### config.mk
export PLATFORM = sky130hd
export DESIGN_NAME = ticket_dispense_ctrl
export DESIGN_NICKNAME = d
export VERILOG_FILES = /design/src/rtl/vend_pkg.sv /design/src/rtl/coin_inventory.sv /design/src/rtl/ticket_dispense_ctrl.sv
export SDC_FILE = /design/constraint.sdc
export NUM_CORES = 1
export LEC_CHECK = 0
export ABC_AREA = 1
export CAP_MARGIN = 10
export CELL_PAD_IN_SITES_DETAIL_PLACEMENT = 2
export CELL_PAD_IN_SITES_GLOBAL_PLACEMENT = 2
export CORE_UTILIZATION = 31
export DETAILED_ROUTE_END_ITERATION = 6
export HOLD_SLACK_MARGIN = 0.12
export PLACE_DENSITY_LB_ADDON = 0.3
export SYNTH_ARGS = -nofsm -noshare
export SYNTH_HDL_FRONTEND = slang
export SYNTH_HIERARCHICAL = 1
export SYNTH_SLANG_ARGS = --single-unit
export TNS_END_PERCENT = 30
### constraint.sdc
create_clock -name clk -period 1.82 [get_ports clk]
set_input_delay 0.364 -clock clk [delete_from_list [all_inputs] [get_ports clk]]
set_output_delay 0.364 -clock clk [all_outputs]
set_load 0.005 [all_outputs]
### src/rtl/vend_pkg.sv
// rtl/vend_pkg.sv - shared codes, denominations, state and coin types for ticket vending
//
// Purpose: common definitions used by the ticket dispense controller and its
// coin inventory.
// Contents: ticket select codes, money denominations, dispense FSM state enum,
// coin denomination encoding and a helper mapping a coin to its value.
package vend_pkg;

  localparam logic [1:0] SEL_NONE      = 2'b00;
  localparam logic [1:0] SEL_HOWRAH    = 2'b01;
  localparam logic [1:0] SEL_MANIKARAN = 2'b10;
  localparam logic [1:0] SEL_ESPLANADE = 2'b11;

  localparam logic [4:0] M_5  = 5'd5;
  localparam logic [4:0] M_10 = 5'd10;
  localparam logic [4:0] M_20 = 5'd20;

  typedef enum logic [2:0] {
    IDLE,
    TICKET,
    PAY_SEL,
    PAY_WAIT,
    DONE,
    SHORT,
    FAULT
  } state_t;

  typedef enum logic {
    DEN_5  = 1'b0,
    DEN_10 = 1'b1
  } coin_den_t;

  function automatic logic [4:0] den_value(input coin_den_t den);
    return (den == DEN_10) ? M_10 : M_5;
  endfunction

endpackage

### src/rtl/coin_inventory.sv
// rtl/coin_inventory.sv - saturating 5- and 10-unit coin counters for the hopper
//
// Purpose: tracks how many coins of each denomination remain in the hopper.
// Ports:
//   clk, rst            clock, asynchronous active-low reset (loads INIT values)
//   load                reload both counters to their INIT values
//   dec, dec_den        one coin of denomination dec_den was ejected
//   c5_cnt, c10_cnt     current inventory
//   c5_avail, c10_avail counter is non-zero
module coin_inventory
  import vend_pkg::*;
#(
  parameter int unsigned C5_INIT  = 20,
  parameter int unsigned C10_INIT = 20,
  parameter int unsigned CNT_W    = 8
) (
  input  logic             clk,
  input  logic             rst,
  input  logic             load,
  input  logic             dec,
  input  coin_den_t        dec_den,
  output logic [CNT_W-1:0] c5_cnt,
  output logic [CNT_W-1:0] c10_cnt,
  output logic             c5_avail,
  output logic             c10_avail
);

  always_ff @(posedge clk or negedge rst) begin
    if (!rst) begin
      c5_cnt  <= CNT_W'(C5_INIT);
      c10_cnt <= CNT_W'(C10_INIT);
    end else if (load) begin
      c5_cnt  <= CNT_W'(C5_INIT);
      c10_cnt <= CNT_W'(C10_INIT);
    end else if (dec) begin
      // An ejection reported against an empty counter holds at zero.
      if (dec_den == DEN_10) begin
        if (c10_cnt != '0) c10_cnt <= c10_cnt - CNT_W'(1);
      end else begin
        if (c5_cnt != '0) c5_cnt <= c5_cnt - CNT_W'(1);
      end
    end
  end

  assign c5_avail  = (c5_cnt != '0);
  assign c10_avail = (c10_cnt != '0);

endmodule

### src/rtl/ticket_dispense_ctrl.sv
// rtl/ticket_dispense_ctrl.sv - prints a granted ticket, then pays change as 10/5 coins
//
// Purpose: downstream of the vending FSM; drives the printer and coin hopper
// handshakes, tracks coin inventory and flags short payment and ack timeouts.
// Ports:
//   clk, rst                       clock, asynchronous active-low reset
//   howrah, manikaran, esplanade   one-cycle ticket grants (priority in that order)
//   change                         change owed, sampled with the grant
//   refill                         reload inventory (IDLE only)
//   tkt_req, tkt_sel, tkt_ack      printer handshake and ticket code
//   coin_req, coin_den, coin_ack   hopper handshake (0 = 5-unit, 1 = 10-unit)
//   busy, done, short_pay, owed    status; owed holds the unpaid remainder
//   overrun                        grant seen while busy
//   fault                          sticky ack timeout, cleared only by reset
//   c5_cnt, c10_cnt                coin inventory
module ticket_dispense_ctrl
  import vend_pkg::*;
#(
  parameter int unsigned C5_INIT  = 20,
  parameter int unsigned C10_INIT = 20,
  parameter int unsigned CNT_W    = 8,
  parameter int unsigned TIMEOUT  = 1000
) (
  input  logic             clk,
  input  logic             rst,
  input  logic             howrah,
  input  logic             manikaran,
  input  logic             esplanade,
  input  logic [4:0]       change,
  input  logic             refill,
  output logic             tkt_req,
  output logic [1:0]       tkt_sel,
  input  logic             tkt_ack,
  output logic             coin_req,
  output logic             coin_den,
  input  logic             coin_ack,
  output logic             busy,
  output logic             done,
  output logic             short_pay,
  output logic [4:0]       owed,
  output logic             overrun,
  output logic             fault,
  output logic [CNT_W-1:0] c5_cnt,
  output logic [CNT_W-1:0] c10_cnt
);

  localparam int unsigned WD_W = $clog2(TIMEOUT + 1);

  state_t          state, state_nx;
  logic [4:0]      rem, rem_nx;
  logic [1:0]      sel_nx;
  logic [4:0]      owed_nx;
  coin_den_t       den, den_nx;
  logic [WD_W-1:0] wd_cnt;
  logic            grant, wd_expired, coin_taken, inv_load;
  logic            c5_avail, c10_avail;

  assign grant      = howrah | manikaran | esplanade;
  assign wd_expired = (wd_cnt == WD_W'(TIMEOUT - 1));
  assign coin_taken = (state == PAY_WAIT) && coin_ack;
  assign inv_load   = (state == IDLE) && refill;
  assign coin_den   = den;

  coin_inventory #(
    .C5_INIT (C5_INIT),
    .C10_INIT(C10_INIT),
    .CNT_W   (CNT_W)
  ) u_inv (
    .clk      (clk),
    .rst      (rst),
    .load     (inv_load),
    .dec      (coin_taken),
    .dec_den  (den),
    .c5_cnt   (c5_cnt),
    .c10_cnt  (c10_cnt),
    .c5_avail (c5_avail),
    .c10_avail(c10_avail)
  );

  always_comb begin
    state_nx = state;
    rem_nx   = rem;
    sel_nx   = tkt_sel;
    owed_nx  = owed;
    den_nx   = den;
    unique case (state)
      IDLE: begin
        if (grant) begin
          state_nx = TICKET;
          rem_nx   = change;
          owed_nx  = '0;
          if (howrah)         sel_nx = SEL_HOWRAH;
          else if (manikaran) sel_nx = SEL_MANIKARAN;
          else                sel_nx = SEL_ESPLANADE;
        end
      end
      TICKET: begin
        if (tkt_ack)         state_nx = PAY_SEL;
        else if (wd_expired) state_nx = FAULT;
      end
      PAY_SEL: begin
        // Greedy: largest coin first, falling back to 5s when 10s run out.
        if (rem == '0) begin
          state_nx = DONE;
        end else if (rem >= M_10 && c10_avail) begin
          den_nx   = DEN_10;
          state_nx = PAY_WAIT;
        end else if (rem >= M_5 && c5_avail) begin
          den_nx   = DEN_5;
          state_nx = PAY_WAIT;
        end else begin
          owed_nx  = rem;
          state_nx = SHORT;
        end
      end
      PAY_WAIT: begin
        if (coin_ack) begin
          rem_nx   = rem - den_value(den);
          state_nx = PAY_SEL;
        end else if (wd_expired) begin
          state_nx = FAULT;
        end
      end
      DONE:    state_nx = IDLE;
      SHORT:   state_nx = IDLE;
      FAULT:   state_nx = FAULT;
      default: state_nx = IDLE;
    endcase
  end

  // Outputs are registered from the next state so they line up with the state register.
  always_ff @(posedge clk or negedge rst) begin
    if (!rst) begin
      state     <= IDLE;
      rem       <= '0;
      tkt_sel   <= SEL_NONE;
      owed      <= '0;
      den       <= DEN_5;
      wd_cnt    <= '0;
      tkt_req   <= 1'b0;
      coin_req  <= 1'b0;
      busy      <= 1'b0;
      done      <= 1'b0;
      short_pay <= 1'b0;
      overrun   <= 1'b0;
      fault     <= 1'b0;
    end else begin
      state     <= state_nx;
      rem       <= rem_nx;
      tkt_sel   <= sel_nx;
      owed      <= owed_nx;
      den       <= den_nx;
      if (state_nx != state)
        wd_cnt <= '0;
      else if (state == TICKET || state == PAY_WAIT)
        wd_cnt <= wd_cnt + WD_W'(1);
      tkt_req   <= (state_nx == TICKET);
      coin_req  <= (state_nx == PAY_WAIT);
      busy      <= (state_nx != IDLE);
      done      <= (state_nx == DONE);
      short_pay <= (state_nx == SHORT);
      fault     <= (state_nx == FAULT);
      overrun   <= grant && (state != IDLE);
    end
  end

endmodule

==> qor.yml <==
pwr:
  power.share.combinational_pct: 63.5
  internal-power_mw: 3.84
  vdd_drop_max_mv: 0.688
  total_leakage_power_nw: 2.02
  seqPwrFrac_pct: 24.5
  power_switching_share_pct: 47.5
  switchingPower_mw: 3.47
  power.clock.fraction_pct: 12.0
  power.density_nw_per_um2: 1770
grt:
  grt_pass1_vias: 3289
  global_route.overflow_total: 0
  antenna_found_initial: 0
  pin_count_of_the_biggest_net_entering_global_routing: 26
  groute.usage.overall_pct: 22.1
  grt_pass1_wl_mm: 16.8
critical_path:
  setup_slack_of_the_most_critical_reg_to_reg_path_ns: -0.05
  worst-path-max-fanout: 4
  crit_path_cell_chain: "buf_4, nor2_4, nand2_2, nor2_4, inv_2, nand3_2, nand2_2, nand2_2, nand4_1, buf_4, nor3_2"
  critical_path_required_ns: 2.07
  r2r_start: "u_inv/c5_cnt[2]"
  cpPeakStageDelay_ns: 0.39
  worstPathArrival_ns: 2.12
  r2r_cells: 11
  worst_r2r_endpoint: "tkt_req"
  cp_slowest_cell: "sky130_fd_sc_hd__dfstp_2"
  critPathKind: "reg2reg"
  cp_num_buf_inv: 3
  critical_path.endpoint_type: "register"
  worst_setup_path_start_kind: "register"
  crit_family: "simple AND/OR/NAND/NOR gates"
  worst_path_most_repeated_cell: "sky130_fd_sc_hd__nand2_2"
timing:
  timing_hold_violations_final: 0
  clock_skew_ns: 0.00692
  period_minus_slack_ns: 1.87
  achievable-frequency_ghz: 0.536
  max_slew.worst_pin.slew_ns: 0.401
  drv_slew: 0
  min_period_over_period_pct: 103
  grt_setup_unrepaired: "yes"
  setup_slack_ns: -0.0459
  slew_margin_rel_pct: 73.2
  timing.final.setup_violations: 6
final_layout:
  antennaDiodeCount: 0
  mostFrequentLayoutCell: "sky130_fd_sc_hd__nand2_1"
  post_route_cells_drive_above_1_share_pct: 30.9
  nets: 494
  area_delta_synth_final_pct: 41.9
  layout_common_cells: "83 x sky130_fd_sc_hd__nand2_1, 49 x sky130_fd_sc_hd__buf_4, 42 x sky130_fd_sc_hd__dfrtp_1"
  nFillCells: 979
  postLayoutCellArea_um2: 4130
  utilization_after_layout_pct: 46.4
detailed_routing:
  via_per_inst: 5.09
  iteration_count_of_the_initial_detailed_routing_pass: 4
  top_layer: "met4"
  drt-met1-wl_mm: 4.84
  detail_route.wl_per_cell_um: 19.7
  ant_nets: 0
  route.final.wire_length_mm: 11.4
  detailroute.wirelength.met2_mm: 6.02
  detailedRoute.firstIterationViolations: 95
  remaining_drc_errors: 0
  via_count: 2954
  met3_wire_length_um: 272
floorplanning:
  count_of_pins_on_the_block_boundary: 44
  die_y_um: 98.9
  die_w_um: 98.9
  floorplan.core_area_um2: 8890
  die_area_um2: 9780
  initial_utilization_pct: 32.7
  count_of_standard_cell_rows: 34
synthesis:
  synthesis.area_per_instance_um2: 7.84
  syn-num-nets: 394
  post_synth_inst_count: 371
  seq_area_frac_synth_pct: 42.3
  synth.distinct_cells: 37
  synth_enable_flop_cells: 0
  synth-async-reset-ratio_pct: 100
  ys_dominant_reg_cell: "sky130_fd_sc_hd__dfrtp_1"
  synth_warnings: 6
  ys_seq_elements: 49
  synth_area_um2: 2910
clock_network:
  cts-buffers-inserted: 5
  tritoncts_num_sinks: 49
  tritoncts: "yes"
  cts-root-to-sink-buffers: 2
  clk_pin_slew_worst_paths_ns: 0.10
  clk_latency_ns: 0.32
  clock_tree.root_cell: "sky130_fd_sc_hd__clkbuf_8"
  cts_htree_levels: 2
hold_path:
  hp-class: "in2async"
placed_design:
  dpl_cell_area_um2: 3760
  io_buffer_count: 43
  finalWeightedCongestion: 0.761
  dp_hpwl_mm: 7.37
run_status:
  violations: "setup timing"
  run_status: "complete, but fails checks"
run:
  cap_violations: 0
-- power groups by stage --
stage | clock network (mW) | registers, mW | logic (mW)
finish | 0.877 | 1.79 | 4.64
global route | 0.918 | 1.83 | 5.06
CTS | 0.871 | 1.74 | 4.28
detailed placement | 0 | 1.76 | 3.94
global placement | 0 | 1.73 | 3.69
floorplan | 0 | 1.77 | 2.19
-- per-layer routing --
layer | vias to the layer above | track usage [%]
met3 | 21 | 2.62
met1 | 1477 | 25.2
li1 | 1397 | -
met5 | - | 0
met2 | 59 | 42.5
met4 | 0 | 7.00
-- what timing repair did --
item	CTS	global route
hold endpoints to repair	12	0
pin swaps	7	5
buffers inserted	8	3
resized for setup	26	28
cloned	0	1
endpoints found under the setup margin	26	37
hold buffers	1	0
-- worst register-to-register path, delay by kind of cell (launching register included) --
| family | cells | cell delay [ns] |
|---|---|---|
| buffers and inverters | 3 | 0.42 |
| AND/OR/NAND/NOR | 8 | 0.99 |
| flip-flops | 1 | 0.39 |
-- Yosys cell counts (all sizes together), types with 2 or more instances --
library cell   n  area, um2
a21oi         12       82.6
buf            3       23.8
dfrtp         45       1130
dfstp          4        105
ha             9        113
inv           58        223
nand2         96        383
nand3         42        220
nand4         14       93.8
nor2          43        218
nor3           6       56.3
o211ai         2       15.0
o21ai         23        134
or2            3       18.8
xnor2          2       17.5
xor2           5       43.8
-- registers in the layout, indices dropped and copies added, names as in the netlist, 2 cells and up --
name and flops:
u_inv/c5_cnt 8, rem 5, owed 5, wd_cnt 10, state 3, tkt_sel 2
u_inv/c10_cnt 8
-- final cells by class --
| class | count | area (um2) | area share, % |
|---|---|---|---|
| multi-input combinational | 261 | 1570 | 38.0 |
| sequential | 49 | 1230 | 29.9 |
| clock inverter | 2 | 37.5 | 0.909 |
| timing repair buffer | 96 | 842 | 20.4 |
| tap | 108 | 135 | 3.27 |
| inverter | 58 | 225 | 5.46 |
| clock buffer | 6 | 82.6 | 2.00 |
-- worst max path at each step --
stage	startpoint	endpoint	slack [ns]	cells past startpoint
floorplan	coin_den	rem[4]	0.12	11
global placement	coin_ack	u_inv/c5_cnt[5]	-0.03	8
detailed placement	coin_ack	u_inv/c5_cnt[4]	-0.16	9
CTS	u_inv/c10_cnt[1]	owed[2]	0.007	13
global route	u_inv/c10_cnt[5]	owed[1]	-0.15	12
finish	u_inv/c5_cnt[2]	tkt_req	-0.05	11
-- cells by family after synthesis --
kind of cell	Yosys count	synth area share, %
AOI/OAI and AO/OA	39	8.39
xor gates and xnor gates	7	2.11
adders and majority gates	10	4.56
buffers and inverters	62	8.60
DFF	49	42.3
and+or+nand+nor	204	34.0
-- metrics by stage --
stage	setup slack, ns	TNS, ns	total power, mW	std cells	hold slack [ns]
floorplan	0.122	0	3.96	371	0.0684
global placement	-0.0334	-0.301	5.43	559	0.308
detailed placement	-0.157	-2.11	5.71	559	0.308
CTS	0.00663	0	6.89	576	0.512
global route	-0.151	-2.35	7.81	580	0.528
finish	-0.0459	-0.102	7.31	580	0.498
Power figures use the tool's default switching activity.
